File: src/rtl/mem_port_arbiter_pkg.sv
// Shared types and constants for the instruction/data memory port arbiter.
package mem_port_arbiter_pkg;

   localparam int unsigned ARB_N          = 32;
   localparam int unsigned ARB_STARVE_MAX = 4;

   // SaveMethod size encoding
   localparam logic [1:0] SIZE_B = 2'b00;
   localparam logic [1:0] SIZE_H = 2'b01;
   localparam logic [1:0] SIZE_W = 2'b10;
   localparam logic [1:0] SIZE_X = 2'b11;

   typedef enum logic [1:0] {
      ST_IDLE   = 2'b00,
      ST_BUSY_I = 2'b01,
      ST_BUSY_D = 2'b10,
      ST_ERR_D  = 2'b11
   } arb_state_e;

   // Data accesses that can never reach memory: unaligned half/word or the illegal size code
   function automatic logic is_misaligned(input logic [1:0] size, input logic [1:0] addr_lo);
      return ((size == SIZE_H) && addr_lo[0]) ||
             ((size == SIZE_W) && (addr_lo != 2'b00)) ||
             (size == SIZE_X);
   endfunction

endpackage

File: src/rtl/mem_port_arbiter_starve_counter.sv
// Saturating count of data grants taken while a fetch was waiting.
module mem_port_arbiter_starve_counter #(
   parameter int unsigned MAX = 4
) (
   input  logic clk,
   input  logic rst,
   input  logic i_inc,
   input  logic i_clr,
   output logic o_sat_c
);

   localparam int unsigned CW = $clog2(MAX + 1);

   logic [CW-1:0] r_cnt;
   logic          w_sat;

   assign w_sat   = (r_cnt == CW'(MAX));
   assign o_sat_c = w_sat;

   always_ff @(posedge clk) begin
      if (rst) begin
         r_cnt <= '0;
      end else if (i_clr) begin
         r_cnt <= '0;
      end else if (i_inc && !w_sat) begin
         r_cnt <= r_cnt + CW'(1);
      end
   end

endmodule

File: src/rtl/mem_port_arbiter.sv
// Arbitrates one single-ported memory between instruction fetch (I) and data access (D).
// D wins by default; a starvation counter forces an I grant. One access outstanding at a time.
module mem_port_arbiter
   import mem_port_arbiter_pkg::*;
#(
   parameter int unsigned N          = ARB_N,
   parameter int unsigned STARVE_MAX = ARB_STARVE_MAX
) (
   input  logic         clk,
   input  logic         rst,
   input  logic         i_req,
   input  logic [N-1:0] i_addr,
   output logic         i_rvalid,
   output logic [N-1:0] i_rdata,
   input  logic         d_req,
   input  logic         d_we,
   input  logic [1:0]   d_size,
   input  logic [N-1:0] d_addr,
   input  logic [N-1:0] d_wdata,
   output logic         d_rvalid,
   output logic [N-1:0] d_rdata,
   output logic         d_err,
   output logic         stall_if,
   output logic         stall_mem,
   output logic         mem_req,
   output logic         mem_we,
   output logic [1:0]   mem_size,
   output logic [N-1:0] mem_addr,
   output logic [N-1:0] mem_wdata,
   input  logic         mem_rvalid,
   input  logic [N-1:0] mem_rdata
);

   arb_state_e r_state;
   arb_state_e w_state_nxt;
   logic       r_d_we;
   logic       w_mis;
   logic       w_sat;
   logic       w_grant_d;
   logic       w_grant_i;
   logic       w_unused;

   // Fetches are word aligned; the low address bits are dropped
   assign w_unused = ^i_addr[1:0];
   assign w_mis    = is_misaligned(d_size, d_addr[1:0]);

   mem_port_arbiter_starve_counter #(
      .MAX (STARVE_MAX)
   ) u_starve (
      .clk     (clk),
      .rst     (rst),
      .i_inc   (w_grant_d & i_req),
      .i_clr   (w_grant_i),
      .o_sat_c (w_sat)
   );

   always_ff @(posedge clk) begin
      if (rst) begin
         r_state <= ST_IDLE;
         r_d_we  <= 1'b0;
      end else begin
         r_state <= w_state_nxt;
         if (w_grant_d) begin
            r_d_we <= d_we;
         end
      end
   end

   // Grant, command and response muxing; everything held at zero during reset
   always_comb begin
      w_state_nxt = r_state;
      w_grant_d   = 1'b0;
      w_grant_i   = 1'b0;
      mem_req     = 1'b0;
      mem_we      = 1'b0;
      mem_size    = SIZE_B;
      mem_addr    = '0;
      mem_wdata   = '0;
      i_rvalid    = 1'b0;
      i_rdata     = '0;
      d_rvalid    = 1'b0;
      d_rdata     = '0;
      d_err       = 1'b0;
      if (!rst) begin
         case (r_state)
            ST_IDLE: begin
               if (d_req && w_mis) begin
                  w_state_nxt = ST_ERR_D;
               end else if (d_req && (!i_req || !w_sat)) begin
                  w_grant_d   = 1'b1;
                  mem_req     = 1'b1;
                  mem_we      = d_we;
                  mem_size    = d_size;
                  mem_addr    = d_addr;
                  mem_wdata   = d_wdata;
                  w_state_nxt = ST_BUSY_D;
               end else if (i_req) begin
                  w_grant_i   = 1'b1;
                  mem_req     = 1'b1;
                  mem_size    = SIZE_W;
                  mem_addr    = {i_addr[N-1:2], 2'b00};
                  w_state_nxt = ST_BUSY_I;
               end
            end
            ST_BUSY_I: begin
               if (mem_rvalid) begin
                  i_rvalid    = 1'b1;
                  i_rdata     = mem_rdata;
                  w_state_nxt = ST_IDLE;
               end
            end
            ST_BUSY_D: begin
               if (mem_rvalid) begin
                  d_rvalid    = 1'b1;
                  d_rdata     = r_d_we ? '0 : mem_rdata;
                  w_state_nxt = ST_IDLE;
               end
            end
            ST_ERR_D: begin
               d_rvalid    = 1'b1;
               d_err       = 1'b1;
               w_state_nxt = ST_IDLE;
            end
            default: w_state_nxt = ST_IDLE;
         endcase
      end
   end

   assign stall_if  = !rst && i_req && !i_rvalid;
   assign stall_mem = !rst && d_req && !d_rvalid;

endmodule

File: config.mk
export PLATFORM = sky130hd
export DESIGN_NAME = mem_port_arbiter
export DESIGN_NICKNAME = d
export VERILOG_FILES = /design/src/rtl/mem_port_arbiter_pkg.sv /design/src/rtl/mem_port_arbiter_starve_counter.sv /design/src/rtl/mem_port_arbiter.sv
export SDC_FILE = /design/constraint.sdc
export NUM_CORES = 1
export LEC_CHECK = 0
export BUFFER_PORTS_ARGS = -buffer_cell sky130_fd_sc_hd__buf_2
export CAP_MARGIN = 15
export CORE_AREA = 2 2 107 109
export DETAILED_ROUTE_END_ITERATION = 7
export DIE_AREA = 0 0 109 111
export PLACE_DENSITY_LB_ADDON = 0.1
export SETUP_SLACK_MARGIN = 0.2
export SLEW_MARGIN = 20
export SYNTH_ARGS = -nofsm -noshare
export SYNTH_HDL_FRONTEND = slang
export SYNTH_SLANG_ARGS = --single-unit
File: constraint.sdc
create_clock -name clk -period 2 [get_ports clk]
set_clock_uncertainty 0.2 [all_clocks]
set_input_delay 0.3 -clock clk [delete_from_list [all_inputs] [get_ports clk]]
set_output_delay 0.3 -clock clk [all_outputs]
set_load 0.02 [all_outputs]
## Word-level counts from Yosys, hierarchy flattened

Index checks and enable logic that the tools add are counted.

- Multipliers: 0
- Equal/unequal tests: 9
- Order comparisons: 0
- Reductions and logical operators: 22
- Shift-type cells: 0
- Bitwise gates (word level): 1
- Multiplexer cells: 50
- Add/sub/neg operators: 1
- Divide/modulo/power cells: 0

Operators with widths:

| kind | number |
|---|---|
| $mux 32 | 16 |
| $mux 1 | 23 |
| $mux 2 | 9 |
| $logic_and 1x1->1 | 9 |
| $eq 2x2->1 const B | 4 |
| $pmux 2 s3 | 1 |
| $logic_not 1->1 | 5 |
| $eq 2x1->1 const B | 2 |
| $ne 4x4->1 const B | 1 |
| $reduce_or 2->1 | 2 |
| $add 3x1->3 const B | 1 |
| $eq 3x3->1 const B | 1 |
| $logic_or 1x1->1 | 3 |
| $logic_not 2->1 | 1 |
| $ne 2x1->1 const B | 1 |
| $pmux 1 s2 | 1 |
| $reduce_and 2->1 | 1 |
| $reduce_bool 2->1 | 1 |
| $and 1x1->1 | 1 |

- Latch bits: 0
- Logic and storage cells: 86
- Bits of input ports: 136
- Bits in registers: 6
- Memories: 0
- RAM bits: 0
- Memory bits (read-only): 0
- Output and inout port bits: 137

## Longest topological paths before layout

Gate-level depths: netlist (run 1).

- Word-level depth: 10
- Depth in mapped cells: 7
- Gate-level depth less buffers: 6

## Hierarchy

From an unflattened synthesis (run 1), not the netlist that was laid out.

- Cell total of the unflattened synthesis: 287
- Area, all modules: 1,755.4 um^2

By module, submodules not included:

| module | times used | seq. area each (um^2) | area each (um^2) | cells an instance |
|---|---|---|---|---|
| mem_port_arbiter | 1 | 60.1 | 1,567.8 | 269 |
| mem_port_arbiter_starve_counter | 1 | 60.1 | 187.7 | 18 |

## Worst setup path after synthesis (run 1)

Ideal clock, no wire load.

- Kind: register -> output
- From: register r_state[0]
- To: output port mem_size[1]
- Path slack: -214 ps
- Stages on the path, launching flop included: 6
- Buffers on the path: 0
- Required time: 1,500 ps
- Arrival time: 1,714 ps
- Cell sequence: dfxtp_1 inv_1 ha_1 nand2_1 a211oi_1 o21a_1

- Word-level cells in the longest chain between the ends: 3

Ends and longest elaborated chain:

| what | line | RTL |
|---|---|---|
| start: declaration | mem_port_arbiter.sv:34 | `arb_state_e r_state;` |
| start signal: assignment | mem_port_arbiter.sv:62 | `r_state <= w_state_nxt;` |
| $logic_not 2->1 | mem_port_arbiter.sv:85 | `case (r_state)` |
| $mux 2 | mem_port_arbiter.sv:85 |  |
| $mux 2 | mem_port_arbiter.sv:84 | `if (!rst) begin` |
| end: declaration | mem_port_arbiter.sv:27 | `output logic [1:0] mem_size,` |

No other way between the ends.

## Worst setup path in the final report (run 1)

- From: register r_state[0]
- To: output port mem_addr[6]

- Word-level cells in the longest chain between the ends: 3

Ends and longest elaborated chain:

| what | line | RTL |
|---|---|---|
| $logic_not 2->1 | mem_port_arbiter.sv:85 |  |
| $mux 32 | mem_port_arbiter.sv:85 |  |
| $mux 32 | mem_port_arbiter.sv:84 |  |
| end: declaration | mem_port_arbiter.sv:28 | `output logic [N-1:0] mem_addr,` |

No other way between the ends.

==> results of run 1 <==
-- power by group through the flow --
stage	combinational, uW	clock, uW	sequential, uW
6_report	1420	323	142
5_1_grt	1510	340	143
4_1_cts	1390	330	142
3_5_place_dp	981	0	143
3_3_place_gp	979	0	143
2_1_floorplan	567	0	145
-- what timing repair did --
item,CTS,global route
hold endpoints to repair,0,0
pin swaps,15,30
setup buffers,8,1
gates cloned,10,1
setup endpoints to repair,137,137
gates resized for setup,338,36
-- cells by family (layout without fill, tap and decap cells) --
family                     Yosys count  count (layout)
adders and majority gates            6               6
muxes                                3               3
other                                0               2
xor gates and xnor gates             1               1
AOI/OAI and AO/OA                   48              48
buffers and inverters               23             330
DFF                                  6               6
and+or+nand+nor                    119             119
-- metal layers --
| layer | share of wire [%] | up-vias | wire [um] | track usage (%) |
|---|---|---|---|---|
| met5 | 0 | - | 0 | 0 |
| met4 | 0.37 | 0 | 38 | 3.419 |
| met3 | 10 | 4 | 1045 | 4.292 |
| met2 | 57 | 160 | 5884 | 31.64 |
| met1 | 33 | 1234 | 3367 | 15.44 |
| li1 | - | 1327 | - | - |
-- Yosys cell counts, types with 2 or more instances --
cell type / number / area share, %
sky130_fd_sc_hd__and3_1: 2 / 0.82
sky130_fd_sc_hd__inv_1: 6 / 1.5
sky130_fd_sc_hd__nor2_1: 5 / 1.2
sky130_fd_sc_hd__o2111ai_1: 3 / 1.7
sky130_fd_sc_hd__mux2i_1: 3 / 2.0
sky130_fd_sc_hd__a22o_1: 30 / 17
sky130_fd_sc_hd__o31ai_1: 2 / 0.99
sky130_fd_sc_hd__nand2_1: 5 / 1.2
sky130_fd_sc_hd__a21oi_1: 3 / 0.99
sky130_fd_sc_hd__nor2b_1: 2 / 0.82
sky130_fd_sc_hd__ha_1: 6 / 4.9
sky130_fd_sc_hd__buf_2: 3 / 0.99
sky130_fd_sc_hd__buf_6: 7 / 5.2
sky130_fd_sc_hd__and2_1: 100 / 41
sky130_fd_sc_hd__dfxtp_1: 6 / 7.9
sky130_fd_sc_hd__a211oi_1: 4 / 2.0
sky130_fd_sc_hd__clkbuf_1: 7 / 1.7
-- metrics by stage --
| step | setup WS [ns] | instance area [um^2] | total power (uW) | cells |
|---|---|---|---|---|
| after floorplan | 0.08197 | 1933 | 712.4 | 206 |
| after global placement | -0.1613 | 3615 | 1122 | 633 |
| after detailed placement | -0.1754 | 3615 | 1124 | 633 |
| after CTS | -0.3141 | 5080 | 1865 | 654 |
| after global routing | -0.3479 | 5233 | 1992 | 658 |
| final | -0.3025 | 5233 | 1887 | 658 |
-- registers in the layout (all words and copies together) (netlist names) --
name / flops
r_state: 2
r_d_we: 1
u_starve.r_cnt: 3
-- final cells by class --
cell class	instances	area, um^2
Antenna cell	2	5.005
Sequential cell	6	125.1
Clock buffer	3	75.07
Multi-Input combinational cell	177	1899
Timing Repair Buffer	321	2927
Inverter	6	22.52
Tap cell	143	178.9
Fill cell	1037	5844
-- critical path, stage by stage (launching register included) --
cell and delay [ns]:
sky130_fd_sc_hd__dfxtp_2 0.32, sky130_fd_sc_hd__inv_2 0.05, sky130_fd_sc_hd__ha_4 0.15, sky130_fd_sc_hd__and3b_2 0.21
sky130_fd_sc_hd__o211a_4 0.20, sky130_fd_sc_hd__buf_12 0.15, sky130_fd_sc_hd__buf_8 0.12, sky130_fd_sc_hd__a22o_4 0.24
sky130_fd_sc_hd__buf_6 0.13
-- how the worst max path moves through the flow --
stage,slack [ns],cells after the start,endpoint,start
detailed placement,-0.18,8,mem_addr[28],u_starve.r_cnt[0]
finish,-0.30,8,mem_addr[6],r_state[0]
floorplan,0.08,7,mem_addr[10],u_starve.r_cnt[0]
global placement,-0.16,8,mem_addr[28],u_starve.r_cnt[0]
CTS,-0.31,9,mem_addr[28],u_starve.r_cnt[0]
global route,-0.35,8,mem_addr[6],r_state[0]
==> summary by stage, run 1 <==
Power and ir drop
The part of the power in registers is 7.5%. The analysis attributes to cell leakage a power of 0.002701 uW. VDD sags by at most 0.2163 mV. Internal power comes to 1193 uW. The switching power of the nets is 694.4 uW. The power per cell area is 360.6 mW/mm^2. The part of the power in combinational logic is 75.3%.

The clock network power share is 17.1%. The switching portion of total power is 36.80%.

Clock network
The TritonCTS clock tree is built. The number of buffers added by the clock tree synthesis step is 3. The longest clock path from root to sink contains 2 buffers.

The root buffer cell is sky130_fd_sc_hd__clkbuf_16. In this run the number of H-tree levels came out at 1. The source-to-sink clock delay at the later pin of the worst-skew pair is 0.23 ns.

The clock-pin slew reported for the worst setup and hold paths after clock tree synthesis is 0.03 ns. The clock net in this run drives a total of 6 sinks. The number of hold-repair buffers added at the cts stage is 0.

Global routing
The global router's overall resource usage is 15.76%. Global routing finished with a remaining overflow of 0. The number of antenna violations at the first check in global routing came to 2. The first global-routing pass estimated 14.77 mm of wire. The number of global-route vias before repair is 2879. Entering global routing, the biggest net connects 19 pins.

Detailed routing
Across all layers, the routed design uses 2725 vias. The number of DRC markers after the initial detailed-route iteration is 29. After detailed routing, the number of vias per cell comes to 4.141. The number of optimization iterations in the first detailed-route pass is 4. In the final routed layout, each cell accounts on average for 15.71 um. For this run, design rule violations remaining after detail routing come to 0. The total routed wirelength is 10.34 mm. The remaining number of nets flagged by the antenna check after routing is 0.

STA
Setup repair after global routing could not meet its margin everywhere. After routing, the total negative slack on setup checks comes to -19.03 ns. For the finished layout, the period the worst path requires is 2.303 ns.

After layout, the worst path uses 115.1% of the clock period. The final worst slack is -0.3025 ns. The number of max-slew violations in the final report is 0. The final hold slack is 0.1357 ns.

Setup violations remaining at the end of the flow were counted as 131. The worst slew margin relative to its limit is 78.73%. The achievable clock frequency is 434.3 MHz. The number of hold violations in the final report came to 0. For the pin with the worst max-slew slack, the measured transition is 0.3187 ns.

Synth
The synthesized flop and latch total is 6. The async set or reset register ratio after synthesis is 0%. Summing the areas of all and, or, nand and nor instances in the mapped netlist gives 47.98% of the synthesized area. The most used flip-flop cell after synthesis is sky130_fd_sc_hd__dfxtp_1. The synthesized netlist contains 29 unique library cells. The net count of the mapped netlist is 348. The cell count after synthesis is 206. By area, the combinational part of the netlist is dominated by simple AND/OR/NAND/NOR gates. A synthesized cell averages 7.380 um^2. Yosys mapped a number of flops with a built-in enable equal to 0. The mux contribution to synthesized area is 1.975%. Summing the areas of all compound-gate instances in the mapped netlist gives 27.24% of the synthesized area. The cell area that synthesis handed to floorplanning was 0.001520 mm^2.

The post-synthesis sequential area ratio is 7.901%. The post-synthesis adder-cell area fraction is 4.938%. The synthesized netlist devotes 0.5761% of its cell area to XOR and XNOR gates. The number of warnings issued by yosys is 0.

Worst hold path
The worst hold path begins at rst. The tightest min-delay check is of the in2reg type. The worst hold path was traced through 2 stages.

For hold timing, the worst endpoint is r_state[1].

Floorplanning
The die footprint is 0.01210 mm^2. 273 I/O pins were placed. The die is 109 um wide. The region available for standard cell placement spans 0.01108 mm^2.

After floorplanning, the core was divided into 39 placement rows. The initial utilization of the core area, before any placement, comes to 13.72%. Measured along the y axis, the die boundary spans 111 um.

Critical path
The worst setup path is launched from a register. Across all register-to-register paths, the minimum setup slack is 0.25 ns. The startpoint identified for the worst register-to-register timing path is r_state[0]. The largest fanout on the critical path is 7.

The depth of the worst register-to-register path is 7. The worst flop-to-flop path endpoint is r_d_we. The worst setup path is captured at an output port. The data arrival time of the worst path is 1.80 ns. The worst setup path is of the reg2out kind. The data required time at the worst endpoint is 1.50 ns.

Placement
The port buffer count is 270. At the end of routability-driven placement, the weighted congestion stood at 0.6775. Once detailed placement completed, the half-perimeter wirelength came to 7.066 mm.

Final layout
The net total in the final layout is 657. In the final layout, the share of cells above drive strength 1 is 93.18%. The library cells used most frequently in the layout, excluding fill and tap cells, are sky130_fd_sc_hd__buf_6, sky130_fd_sc_hd__buf_2, sky130_fd_sc_hd__and2_4. At the end of the flow the core is filled with cells to 47.24%. The most frequent standard cell in the layout excluding fill and tap cells is sky130_fd_sc_hd__buf_6. The area growth from synthesis to layout is 244.2%.

Run status
The run finished, with violations left. The checks that failed: setup timing.

Run
The count of maximum capacitance violations is 0.
Note: power is estimated with default switching activity, not from simulation.
==> inputs of run 2 (changes only) <==
- clock period: 2 -> 2.2 ns (I/O delays scaled with it)
==> summary by stage, run 2 (synthesis results as in run 1) <==
Critical path
STA classifies the critical path endpoint as an output port. The setup slack of the most critical reg-to-reg path is -0.25 ns (-0.50 ns). The termination of the worst setup path is mem_addr[16]. The cell family with the largest share of critical-path delay is buffers and inverters. The critical-path cell with the highest stage delay is sky130_fd_sc_hd__dfxtp_2.

The worst setup path category is reg2out. The data arrival time of the worst path came to 1.95 ns (+0.15 ns). In this run the critical register-to-register path is captured at u_starve.r_cnt[0]. The depth of the critical timing path with buffers and inverters included is 11 (+3). The maximum single-stage delay on the critical path came to 0.32 ns (about the same).

Counting stages on the worst path, the most repeated cell is sky130_fd_sc_hd__buf_6. The depth of the worst register-to-register path is 16 (+9). The start point of the critical path is u_starve.r_cnt[0].

The reg-to-reg critical path startpoint is u_starve.r_cnt[0]. The largest fanout on the critical path is 8 (+1). The data required time at the worst endpoint is 1.67 ns (+0.17 ns). The signal on the critical path passes through inv_2 -> ha_4 -> nand2_2 -> o21bai_4 -> a211oi_4 -> buf_6 -> buf_6 -> buf_12 -> buf_16 -> a22o_1 -> buf_6. The combined buffer and inverter count along the critical path is 6 (+2). The worst setup path is launched from a register.

Final layout
The fraction of layout instances using a drive strength above 1 is 88.93% (-4.2 points). The count of inserted antenna diode cells is 0 (-2). The largest registers in the layout are u_starve.r_cnt (3), r_state (2), r_d_we (1). The most frequent standard cell in the layout excluding fill and tap cells is sky130_fd_sc_hd__buf_2.

Counting flops per register, the top entry is u_starve.r_cnt. In the layout the commonest cells are sky130_fd_sc_hd__buf_2, sky130_fd_sc_hd__buf_6, sky130_fd_sc_hd__and2_4. From synthesis to final layout, the design area changed by 243.0%. The flip-flop count of the largest register, all copies and words added is 3 (unchanged). The net total in the final layout is 677 (+3.0%).

Floorplanning
The starting utilization of the core area is 13.72% (unchanged). The number of core rows is 39 (unchanged). The standard cell core area is 0.01108 mm^2 (unchanged).

The die outline height was 111 um (unchanged). The die footprint came to 0.01210 mm^2 (unchanged). The number of top-level pins was 273 (unchanged). The floorplan die width is 109 um (unchanged).

Global routing
The global-route wire length before repair came to 14.72 mm (-0.37%). The number of antenna violations at the first check in global routing came to 0 (-2). The number of global-route vias before repair came to 2920 (+1.4%).

The largest net degree at the start of global routing was 20 (+1). The global router's overall resource usage came to 15.67% (-0.086 points). The aggregate global routing overflow is 0 (unchanged).

Clock network
The tree is rooted in a sky130_fd_sc_hd__clkbuf_16. The number of buffers added by the clock tree synthesis step is 3 (unchanged). The TritonCTS clock tree is built. The number of sinks on the clock net is 6 (unchanged).

The clock-pin slew reported for the worst setup and hold paths after clock tree synthesis is 0.03 ns (about the same). The worst-case clock buffer depth came to 2 (unchanged). The source-to-sink clock delay at the later pin of the worst-skew pair is 0.23 ns (about the same). The number of hold-repair buffers added at the cts stage is 0 (unchanged). The deepest level of the CTS H-tree is 1 (unchanged).

Power and ir drop
The switching power of the nets is 629.0 uW (-9.4%). The cell internal power dissipation is 1087 uW (-8.8%). The static leakage is 0.002672 uW (-1.1%). The switching portion of total power was 36.65% (-0.15 points). The part of the power in registers came to 7.6% (about the same). The total power consumption of the routed design is 1716 uW (-9.0%).

The clock network power share is 17.1% (about the same). The worst supply voltage drop on vdd is 0.1948 mV (-9.9%). The part of the power in combinational logic came to 75.4% (about the same). The power per cell area is 329.2 mW/mm^2 (-8.7%).

STA
The final critical-path required period is 2.480 ns. The number of max-slew violations in the final report is 0 (unchanged). In the finished design, the share of the clock period the worst path needs comes to 112.7%.

The worst slew margin relative to its limit is 61.34% (-17 points). The number of hold violations in the final report came to 0 (unchanged). Based on the critical path, the design can be clocked at up to 403.2 MHz. Setup repair after global routing could not meet its margin everywhere. The setup-violating endpoint count in the final report is 67 (-49%). The slew of the pin with the lowest slew margin is 0.5793 ns (+0.2605 ns). The final worst slack came to -0.2799 ns (+0.02264 ns).

Detailed routing
The number of DRC markers after the initial detailed-route iteration is 56 (+93%). The total via count in the routed design is 2830 (+3.9%). The via-per-instance ratio is 4.186 (+1.1%). The total routed wirelength came to 10.89 mm (+5.3%). The remaining number of nets flagged by the antenna check after routing is 0 (unchanged). The DRC violations left was 0 (unchanged). The average detailed-routed wire length per instance was 16.10 um (+2.5%). The number of optimization iterations in the first detailed-route pass came to 4 (unchanged).

Run
The count of maximum capacitance violations is 0 (unchanged).

Run status
The final reports fail on setup timing. The run finished, with violations left.

Placement
The half-perimeter wire length after detailed placement was 6.738 mm (-4.6%). The port buffer count is 270 (unchanged). The minimum setup slack after placement is -0.03446 ns (+0.1409 ns). The final weighted congestion of routability-driven global placement is 0.7421 (+9.5%).

Worst hold path
The class of the most critical hold timing path is in2reg.
[run 2: cell type report]
cell class / count / area (um^2)
fillers: 1026 / 5863
repair buffers: 341 / 3144
multi-input cells: 177 / 1668
well taps: 143 / 178.9
flip-flops and latches: 6 / 125.1
clock buffers: 3 / 75.07
inverters: 6 / 22.52
[run 2: layer usage]
layer	track usage, %	part of all wire (%)
met3	1.999	8.3
met2	34.04	58
met4	2.308	0.47
met1	14.97	33
met5	0	0
[run 2: worst min path at each step]
stage | endpoint | from | cells after the start | slack [ns]
after floorplan | r_d_we | r_d_we | 2 | 0.26
after global placement | r_d_we | r_d_we | 2 | 0.31
after detailed placement | r_d_we | r_d_we | 2 | 0.31
after CTS | r_d_we | d_we | 3 | 0.22
after global routing | r_d_we | d_we | 3 | 0.28
final | r_d_we | d_we | 3 | 0.21
[run 2: worst register-to-register path, delay by kind of cell (launching register included)]
| kind | cells | cell delay [ns] |
|---|---|---|
| AOI/OAI and AO/OA | 1 | 0.20 |
| xor gates and xnor gates | 1 | 0.12 |
| buffers and inverters | 14 | 1.53 |
| DFF | 1 | 0.33 |
[run 2: power by group through the flow]
stage          Sequential, uW  Combinational, uW  Clock (uW)
2_1_floorplan             128                430           0
3_3_place_gp              130                762           0
3_5_place_dp              129                760           0
4_1_cts                   129               1160         296
5_1_grt                   132               1370         307
6_report                  130               1290         293
[run 2: timing repair]
item,in CTS,in global routing
resized for setup,280,107
setup endpoints to repair,133,135
gates cloned,13,2
hold endpoints to repair,0,0
pin swaps,20,64
setup buffers,26,12
[run 2: metrics by stage]
step                instances  instance area [um^2]  hold WS [ns]  utilization [%]  TNS (ns)
floorplan                 206                  1603        0.2619                -         0
global placement          620                  3203        0.3100            28.92  -0.02082
detailed placement        620                  3203        0.3106            28.92  -0.07424
CTS                       662                  4695        0.2174            42.38    -9.385
global route              676                  5214        0.2763            47.07    -14.81
finish                    676                  5214        0.2130            47.07    -9.561
